<file path="src/rtl/blaster_fire_seq.sv">
// Arm/charge/fire/dump sequencer for the blaster energy path: debounces the buttons, drives the
// charger enable and dump switch, and gates the current-loop PWM through fire_en.
module blaster_fire_seq #(
  parameter int unsigned DEB_CYC    = 16,
  parameter logic [31:0] CHARGE_TMO = 32'h00FF_FFFF,
  parameter logic [31:0] FIRE_CYC   = 32'd48000,
  parameter logic [31:0] DUMP_CYC   = 32'd96000,
  parameter logic [31:0] BLINK_CYC  = 32'd2400000
) (
  input  logic       clk,
  input  logic       reset,
  input  logic       arm_button,
  input  logic       fire_button,
  input  logic       cont,
  input  logic       lt3420_done,
  output logic       lt3420_charge,
  output logic       dump,
  output logic       fire_en,
  output logic       arm_led,
  output logic       cont_led,
  output logic [2:0] state
);

  typedef enum logic [2:0] {
    IDLE   = 3'd0,
    CHARGE = 3'd1,
    READY  = 3'd2,
    FIRE   = 3'd3,
    DUMP   = 3'd4,
    FAULT  = 3'd5
  } state_t;

  localparam int unsigned DW = $clog2(DEB_CYC + 1);
  localparam logic [DW-1:0] DEB_LAST = DW'(DEB_CYC - 1);

  logic [1:0] raw_btn;
  logic [1:0] db_level;
  logic       arm_db;
  logic       fire_db;
  logic       fire_prev_reg;
  logic       fire_rise;

  assign raw_btn = {fire_button, arm_button};

  // Bit 0 = arm, bit 1 = fire. The level flips after DEB_CYC consecutive differing samples.
  generate
    for (genvar gi = 0; gi < 2; gi++) begin : g_deb
      logic [DW-1:0] cnt_reg;
      logic          level_reg;
      always_ff @(posedge clk) begin
        if (reset) begin
          cnt_reg   <= '0;
          level_reg <= 1'b0;
        end else if (raw_btn[gi] == level_reg) begin
          cnt_reg <= '0;
        end else if (cnt_reg == DEB_LAST) begin
          cnt_reg   <= '0;
          level_reg <= ~level_reg;
        end else begin
          cnt_reg <= cnt_reg + 1'b1;
        end
      end
      assign db_level[gi] = level_reg;
    end
  endgenerate

  assign arm_db    = db_level[0];
  assign fire_db   = db_level[1];
  assign fire_rise = fire_db & ~fire_prev_reg;

  state_t      state_reg, state_next;
  logic [31:0] timer_reg, timer_next;
  logic [31:0] blink_cnt_reg, blink_cnt_next;
  logic        blink_reg, blink_next;
  logic        charge_next, dump_next, fire_en_next, arm_led_next;

  // State register plus registered Moore outputs, computed from the upcoming state.
  always_ff @(posedge clk) begin
    if (reset) begin
      state_reg     <= IDLE;
      timer_reg     <= '0;
      blink_cnt_reg <= '0;
      blink_reg     <= 1'b0;
      fire_prev_reg <= 1'b0;
      lt3420_charge <= 1'b0;
      dump          <= 1'b0;
      fire_en       <= 1'b0;
      arm_led       <= 1'b0;
      cont_led      <= 1'b0;
    end else begin
      state_reg     <= state_next;
      timer_reg     <= timer_next;
      blink_cnt_reg <= blink_cnt_next;
      blink_reg     <= blink_next;
      fire_prev_reg <= fire_db;
      lt3420_charge <= charge_next;
      dump          <= dump_next;
      fire_en       <= fire_en_next;
      arm_led       <= arm_led_next;
      cont_led      <= cont;
    end
  end

  // Arm release wins over every other event; a fire press without continuity is dropped.
  always_comb begin
    state_next = state_reg;
    case (state_reg)
      IDLE:   if (arm_db && !fire_db) state_next = CHARGE;
      CHARGE: begin
        if (!arm_db)                              state_next = DUMP;
        else if (lt3420_done)                     state_next = READY;
        else if (timer_reg == CHARGE_TMO - 32'd1) state_next = FAULT;
      end
      READY: begin
        if (!arm_db)                state_next = DUMP;
        else if (fire_rise && cont) state_next = FIRE;
      end
      FIRE: begin
        if (!arm_db)                          state_next = DUMP;
        else if (timer_reg == FIRE_CYC - 32'd1) state_next = DUMP;
      end
      DUMP:  if (timer_reg == DUMP_CYC - 32'd1) state_next = IDLE;
      FAULT: if (!arm_db && timer_reg >= DUMP_CYC - 32'd1) state_next = IDLE;
      default: state_next = IDLE;
    endcase
  end

  // Timer and blink phase restart on every state entry.
  always_comb begin
    timer_next     = (state_next != state_reg) ? 32'd0 : timer_reg + 32'd1;
    blink_cnt_next = '0;
    blink_next     = 1'b0;
    if (state_next == CHARGE && state_reg == CHARGE) begin
      if (blink_cnt_reg == BLINK_CYC - 32'd1) begin
        blink_next = ~blink_reg;
      end else begin
        blink_cnt_next = blink_cnt_reg + 32'd1;
        blink_next     = blink_reg;
      end
    end
  end

  always_comb begin
    charge_next  = 1'b0;
    dump_next    = 1'b0;
    fire_en_next = 1'b0;
    arm_led_next = 1'b0;
    case (state_next)
      CHARGE: begin
        charge_next  = 1'b1;
        arm_led_next = blink_next;
      end
      READY: begin
        charge_next  = 1'b1;
        arm_led_next = 1'b1;
      end
      FIRE: begin
        fire_en_next = 1'b1;
        arm_led_next = 1'b1;
      end
      DUMP:    dump_next = 1'b1;
      FAULT:   dump_next = 1'b1;
      default: ;
    endcase
  end

  assign state = state_reg;

endmodule

</file>
<file path="config.mk">
export PLATFORM = sky130hd
export DESIGN_NAME = blaster_fire_seq
export DESIGN_NICKNAME = d
export VERILOG_FILES = /design/src/rtl/blaster_fire_seq.sv
export SDC_FILE = /design/constraint.sdc
export NUM_CORES = 1
export LEC_CHECK = 0
export CORE_MARGIN = 2
export CORE_UTILIZATION = 60
export DETAILED_ROUTE_END_ITERATION = 16
export PLACE_DENSITY = 0.8
export SETUP_SLACK_MARGIN = 0.4
export SLEW_MARGIN = 5
export SYNTH_ARGS = -nofsm -noshare
export SYNTH_HDL_FRONTEND = slang
export SYNTH_SLANG_ARGS = --single-unit
</file>
<file path="constraint.sdc">
create_clock -name clk -period 3.42 [get_ports clk]
set_input_delay 0.513 -clock clk [delete_from_list [all_inputs] [get_ports clk]]
set_output_delay 0.513 -clock clk [all_outputs]
set_load 0.02 [all_outputs]
</file>
==> reports/results.ini, run 1 <==
[synthesis]
synth-compound-area-share=0.0468
netlist_area_mm2=0.00420
synth_top_cell_by_area=dfxtp_1
synth_simple_gate_area_frac=0.332
netlist.area_leader.share=0.410
async_reset_ff_frac=0
synth.distinct_cells=54
synth_most_common_cell=dfxtp_1
post_synth.cell_area_avg_um2=8.94
syn_inst=470
synth_seq_area_share=0.410
synthMuxAreaShare=0.00477
ys_seq_elements=86
synth-adder-area-share=0.0209
synth_xor_area_frac=0.136
syn-num-nets=483
synthTopCellsByArea=dfxtp_1 41%, xnor2_1 8.3%, nor2_1 5.7%
synthFlopType=dfxtp_1
synth-warning-count=0
synth_edf_count=0
synth_top_cells_by_count=86 x dfxtp_1, 64 x nor2_1, 40 x xnor2_1
synth_top_family_by_area=simple AND/OR/NAND/NOR gates

[route]
via_per_inst=5.75
drtIter0Drc=156
firstDrtPassIters=4
vias=3317
wl_um=8250
wl_per_cell_um=14.3
final_antenna_net_count=0
route.detailed.drc=0

[pwr]
finalPower_uw=1680
leakagePower_uw=0.00144
irDropWorstVdd_v=0.000280
power-per-cell-area_mw_per_mm2=373

[layout]
multiInputGateArea_mm2=0.00227
seq_area_mm2=0.00172
postLayoutCellArea_mm2=0.00452
fin_nets=489
fillCellCount=556
drive_above_1_share=0.0936
n_antenna_cell=0
area_growth_pct=7.60

[cts]
clk_latency_ns=0.36
clk_path_buf_depth=2
h-tree-depth=3
post-cts-setup-buffer-count=0
cts.hold.buffers_added=0
cts_tree=yes
cts_buffers=9
path_clk_slew_ns=0.09
cts_sinks=86
cts_resized=0
cts_root_buf=clkbuf_8

[hold_path]
hold_path_class=reg2reg
holdPathStages=1

[place]
io_buffers=13
pre_cts_ws_ns=0.698
dpl.hpwl_um=5720
globalplace.congestion=0.883
place_area_mm2=0.00435

[global_route]
grt_pass1_vias=3118
grt_first_pass_wirelength_um=14200
gr-total-overflow=0
antenna_found_initial=0
grt_max_degree=33
grt.total_usage=0.234

[outcome]
status=complete, no violations

[timing]
setup_slack_ns=0.667
fin_crit_sh=0.805
max_freq_mhz=363
slew-limit-headroom=0.495
skew_ns=0.0105
period_minus_slack_ns=2.75
rsz0062_at_grt=no
setup_viol=0
tightest_slew_ns=0.755
hold_violations=0
hold_ws_ns=0.452
finalMaxSlewViolations=0
tns_ns=0

[floorplanning]
core_mm2=0.00679
boundaryPins=14
rows=30
die_w_um=87.7
initial_core_util=0.618
die-area_mm2=0.00769
die-height_um=87.7

[worst_setup_path]
cp-end-kind=flop
r2r_cells=7
required_ns=3.64
arrival_ns=2.98
path_max_fanout=18
worstSetupStartpointType=flop
critPathKind=reg2reg

[flow_run]
maxCapViolCount=0

## final cells by class
| class | count | area share |
|---|---|---|
| Tap cell | 96 | 0.0266 |
| Timing Repair Buffer | 16 | 0.0365 |
| Multi-Input combinational cell | 344 | 0.502 |
| Clock inverter | 7 | 0.0111 |
| Inverter | 19 | 0.0158 |
| Sequential cell | 86 | 0.381 |
| Clock buffer | 9 | 0.0274 |
## worst max-delay path, cell delays in order, from the launching register on
cell      delay [ns]
dfxtp_1         0.41
ha_1            0.23
or4bb_1         0.43
nor4_2          0.38
nand4_1         0.27
a32oi_4         0.58
buf_12          0.25
a211oi_1        0.06
## worst paths after layout
check                                          from  slack [ns]                   to
worst max-delay path                   timer_reg[0]        0.67        timer_reg[29]
worst min-delay path            g_deb[1].cnt_reg[0]        0.45  g_deb[1].cnt_reg[0]
worst max register to register         timer_reg[0]        0.67        timer_reg[29]
worst min register to register  g_deb[1].cnt_reg[0]        0.45  g_deb[1].cnt_reg[0]
## cells in the final DEF, fill, tap and decap left out, drive strengths merged, types with 4 or more instances in the layout
| cell | synthesis | layout |
|---|---|---|
| and3 | 10 | 10 |
| xnor2 | 40 | 40 |
| clkbuf | 10 | 9 |
| o21ai | 5 | 5 |
| ha | 7 | 7 |
| nand2 | 24 | 24 |
| dfxtp | 86 | 86 |
| a21oi | 5 | 5 |
| or3 | 6 | 6 |
| and4 | 12 | 12 |
| inv | 19 | 20 |
| a31oi | 4 | 4 |
| clkdlybuf4s50 | 0 | 13 |
| or4 | 4 | 4 |
| nor4b | 4 | 4 |
| nor3 | 50 | 50 |
| nand3 | 20 | 20 |
| nor4 | 7 | 7 |
| xor2 | 25 | 25 |
| nor2 | 64 | 64 |
| nand4 | 22 | 22 |
## routing by layer
metal  part of all wire  up-vias  track usage
li1                   -     1659            -
met1               0.44     1546        0.288
met2               0.48       89        0.379
met3              0.045       23       0.0735
met4              0.028        0        0.101
met5                  0        -            0
## power by group
part	total [uW]	switching, uW	internal, uW
Combinational	36.3	20.1	16.1
Clock	637	372	264
Sequential	1010	5.46	1010
## cells by family after synthesis
logic type / after synthesis
DFF: 86
adders and majority gates: 7
xor gates and xnor gates: 65
AOI/OAI and AO/OA: 26
buffers and inverters: 40
and+or+nand+nor: 244
muxes: 2
## through the flow
step	util	std cells
3_3_place_gp	0.640	561
6_report	0.665	577
3_5_place_dp	0.640	561
5_1_grt	0.665	577
2_1_floorplan	-	470
4_1_cts	0.665	577
No activity file was read; power rests on OpenSTA's default activity.
==> run 2: changes to the inputs <==
CORE_UTILIZATION = 55   (was 60)
PLACE_DENSITY = 0.78   (was 0.8)
clock period = 2.5 ns   (was 3.42 ns; I/O delays follow)
==> reports/results.ini, run 2 (synthesis gave the netlist of run 1 again) <==
[cts]
path_clk_slew_ns=0.08  ; was 0.09 ns
cts_tree=yes  ; unchanged
cts_buffers=9  ; unchanged
h-tree-depth=3  ; unchanged
cts_root_buf=clkbuf_8  ; unchanged
clk_path_buf_depth=2  ; unchanged
clk_latency_ns=0.35  ; was 0.36 ns
cts_sinks=86  ; unchanged

[timing]
max_freq_mhz=418  ; was 363 MHz
tightest_slew_ns=0.590  ; was 0.755 ns
skew_ns=0.0130  ; was 0.0105 ns
hold_violations=0  ; unchanged
rsz0062_at_grt=yes  ; was no
fin_crit_sh=0.956  ; was 0.805
tns_ns=0  ; unchanged
hold_ws_ns=0.451  ; was 0.452 ns
setup_viol=0  ; unchanged
slew-limit-headroom=0.601  ; was 0.495
finalMaxSlewViolations=0  ; unchanged
period_minus_slack_ns=2.39  ; was 2.75 ns

[layout]
multiInputGateArea_mm2=0.00238  ; was 0.00227 mm^2
seq_area_mm2=0.00173  ; was 0.00172 mm^2
final_cell_mix=80 x dfxtp_1, 64 x nor2_1, 40 x xnor2_1  ; was 86 x dfxtp_1, 64 x nor2_1, 40 x xnor2_1
area_growth_pct=18.7  ; was 7.60%
final_common_cell=dfxtp_1  ; unchanged
fin_nets=520  ; was 489
n_antenna_cell=0  ; unchanged
drive_above_1_share=0.189  ; was 0.0936
fillCellCount=534  ; was 556

[pwr]
internal_power_uw=1800  ; was 1290 uW
power-per-cell-area_mw_per_mm2=470  ; was 373 mW/mm^2
leakagePower_uw=0.00165  ; was 0.00144 uW
pwr-share-seq=0.590  ; was 0.601
p_sw_frac=0.233  ; was 0.236
p_comb_frac=0.027  ; was 0.022
p_sw_uw=546  ; was 398 uW
finalPower_uw=2350  ; was 1680 uW
irDropWorstVdd_v=0.000244  ; was 0.000280 V
pwr-share-clk=0.383  ; was 0.378

[route]
via_per_inst=5.76  ; was 5.75
vias=3518  ; was 3317
wl_per_cell_um=15.6  ; was 14.3 um
route.detailed.drc=0  ; unchanged
final_antenna_net_count=0  ; unchanged
drtIter0Drc=179  ; was 156
wl_um=9530  ; was 8250 um
firstDrtPassIters=7  ; was 4

[hold_path]
hold_path_class=reg2reg  ; unchanged

[floorplanning]
core_mm2=0.00733  ; was 0.00679 mm^2
die_w_um=91.4  ; was 87.7 um
rows=31  ; was 30
boundaryPins=14  ; unchanged
initial_core_util=0.573  ; was 0.618
die-area_mm2=0.00835  ; was 0.00769 mm^2
die-height_um=91.4  ; was 87.7 um

[flow_run]
maxCapViolCount=0  ; unchanged

[worst_setup_path]
required_ns=2.76  ; was 3.64 ns
critPathKind=reg2reg  ; unchanged
worstSetupStartpointType=flop  ; unchanged
path_max_fanout=9  ; was 18
cp-end-kind=flop  ; unchanged
arrival_ns=2.66  ; was 2.98 ns

[global_route]
grt_max_degree=33  ; unchanged
grt.total_usage=0.218  ; was 0.234
grt_first_pass_wirelength_um=15000  ; was 14200 um
grt_pass1_vias=3295  ; was 3118
antenna_found_initial=0  ; unchanged
gr-total-overflow=0  ; unchanged

[place]
globalplace.congestion=0.836  ; was 0.883
io_buffers=13  ; unchanged
dpl.hpwl_um=5700  ; was 5720 um

[outcome]
status=complete, no violations  ; unchanged

==> run 2: cell types whose count changed in the layout (fill, tap and decap cells not counted), sizes merged <==
cell      delta
buf         +29
clkbuf       +3
clkinvlp     -1
==> run 2: final timing paths <==
kind                    to  cells after the start  slack (ns)           from
min           timer_reg[0]                      1        0.45   timer_reg[0]
min reg2reg   timer_reg[0]                      1        0.45   timer_reg[0]
max reg2reg  timer_reg[16]                      8        0.11  timer_reg[24]
max          timer_reg[16]                      8        0.11  timer_reg[24]
==> run 2: power by group through the flow <==
stage          sequential (uW)  combinational (uW)  clock (uW)
2_1_floorplan             1420                31.8           0
3_3_place_gp              1420                53.1           0
3_5_place_dp              1420                54.0           0
4_1_cts                   1380                61.9         916
5_1_grt                   1390                68.4         968
6_report                  1380                63.1         898
==> run 2: area by class of cell <==
cell class | count | share of cell area
inverters | 19 | 0.0143
flip-flops and latches | 86 | 0.347
well taps | 99 | 0.0248
clock inverters | 6 | 0.00928
repair buffers | 47 | 0.100
clock buffers | 10 | 0.0276
multi-input cells | 344 | 0.477
==> run 2: timing repair <==
item                       CTS  global route
pin swaps                    6            11
resized for setup           15            22
cloned                       2             2
setup buffers                8             7
setup endpoints to repair   32            71
hold buffers                 0             0
==> run 2: worst max-delay path, stage by stage, from the launching register on <==
cell and delay [ns]:
dfxtp_2 0.33, or4_4 0.56, nor4_4 0.40, buf_4 0.19, o2111a_2 0.23, a32oi_4 0.07
buf_4 0.19, clkbuf_16 0.16, nor3_1 0.19
==> run 2: through the flow <==
stage / utilization / cells / setup slack (ns) / instance area, um^2
finish: 0.680 / 611 / 0.109 / 4990
CTS: 0.652 / 602 / 0.225 / 4780
global route: 0.680 / 611 / 0.0340 / 4990
global placement: 0.609 / 576 / 0.183 / 4460
floorplan: - / 470 / 0.343 / 4210
detailed placement: 0.609 / 576 / 0.0868 / 4460
==> run 2: layer usage <==
layer	track usage	part of all wire	vias to the layer above
met5	0	0	-
met4	0.0934	0.027	0
met3	0.0465	0.045	32
met2	0.354	0.49	111
met1	0.279	0.44	1652
li1	-	-	1723
==> run 3: changes to the inputs <==
--- a/config.mk
+++ b/config.mk
@@ -9,2 +9,3 @@
 export CORE_UTILIZATION = 55
+export CTS_CLUSTER_DIAMETER = 150
 export DETAILED_ROUTE_END_ITERATION = 16
--- a/constraint.sdc
+++ b/constraint.sdc
@@ -3,2 +3,2 @@
 set_output_delay 0.375 -clock clk [all_outputs]
-set_load 0.02 [all_outputs]
+set_load 0.01 [all_outputs]
==> results of run 3 <==
The final DEF is identical to that of run 2. Status: complete, no violations.
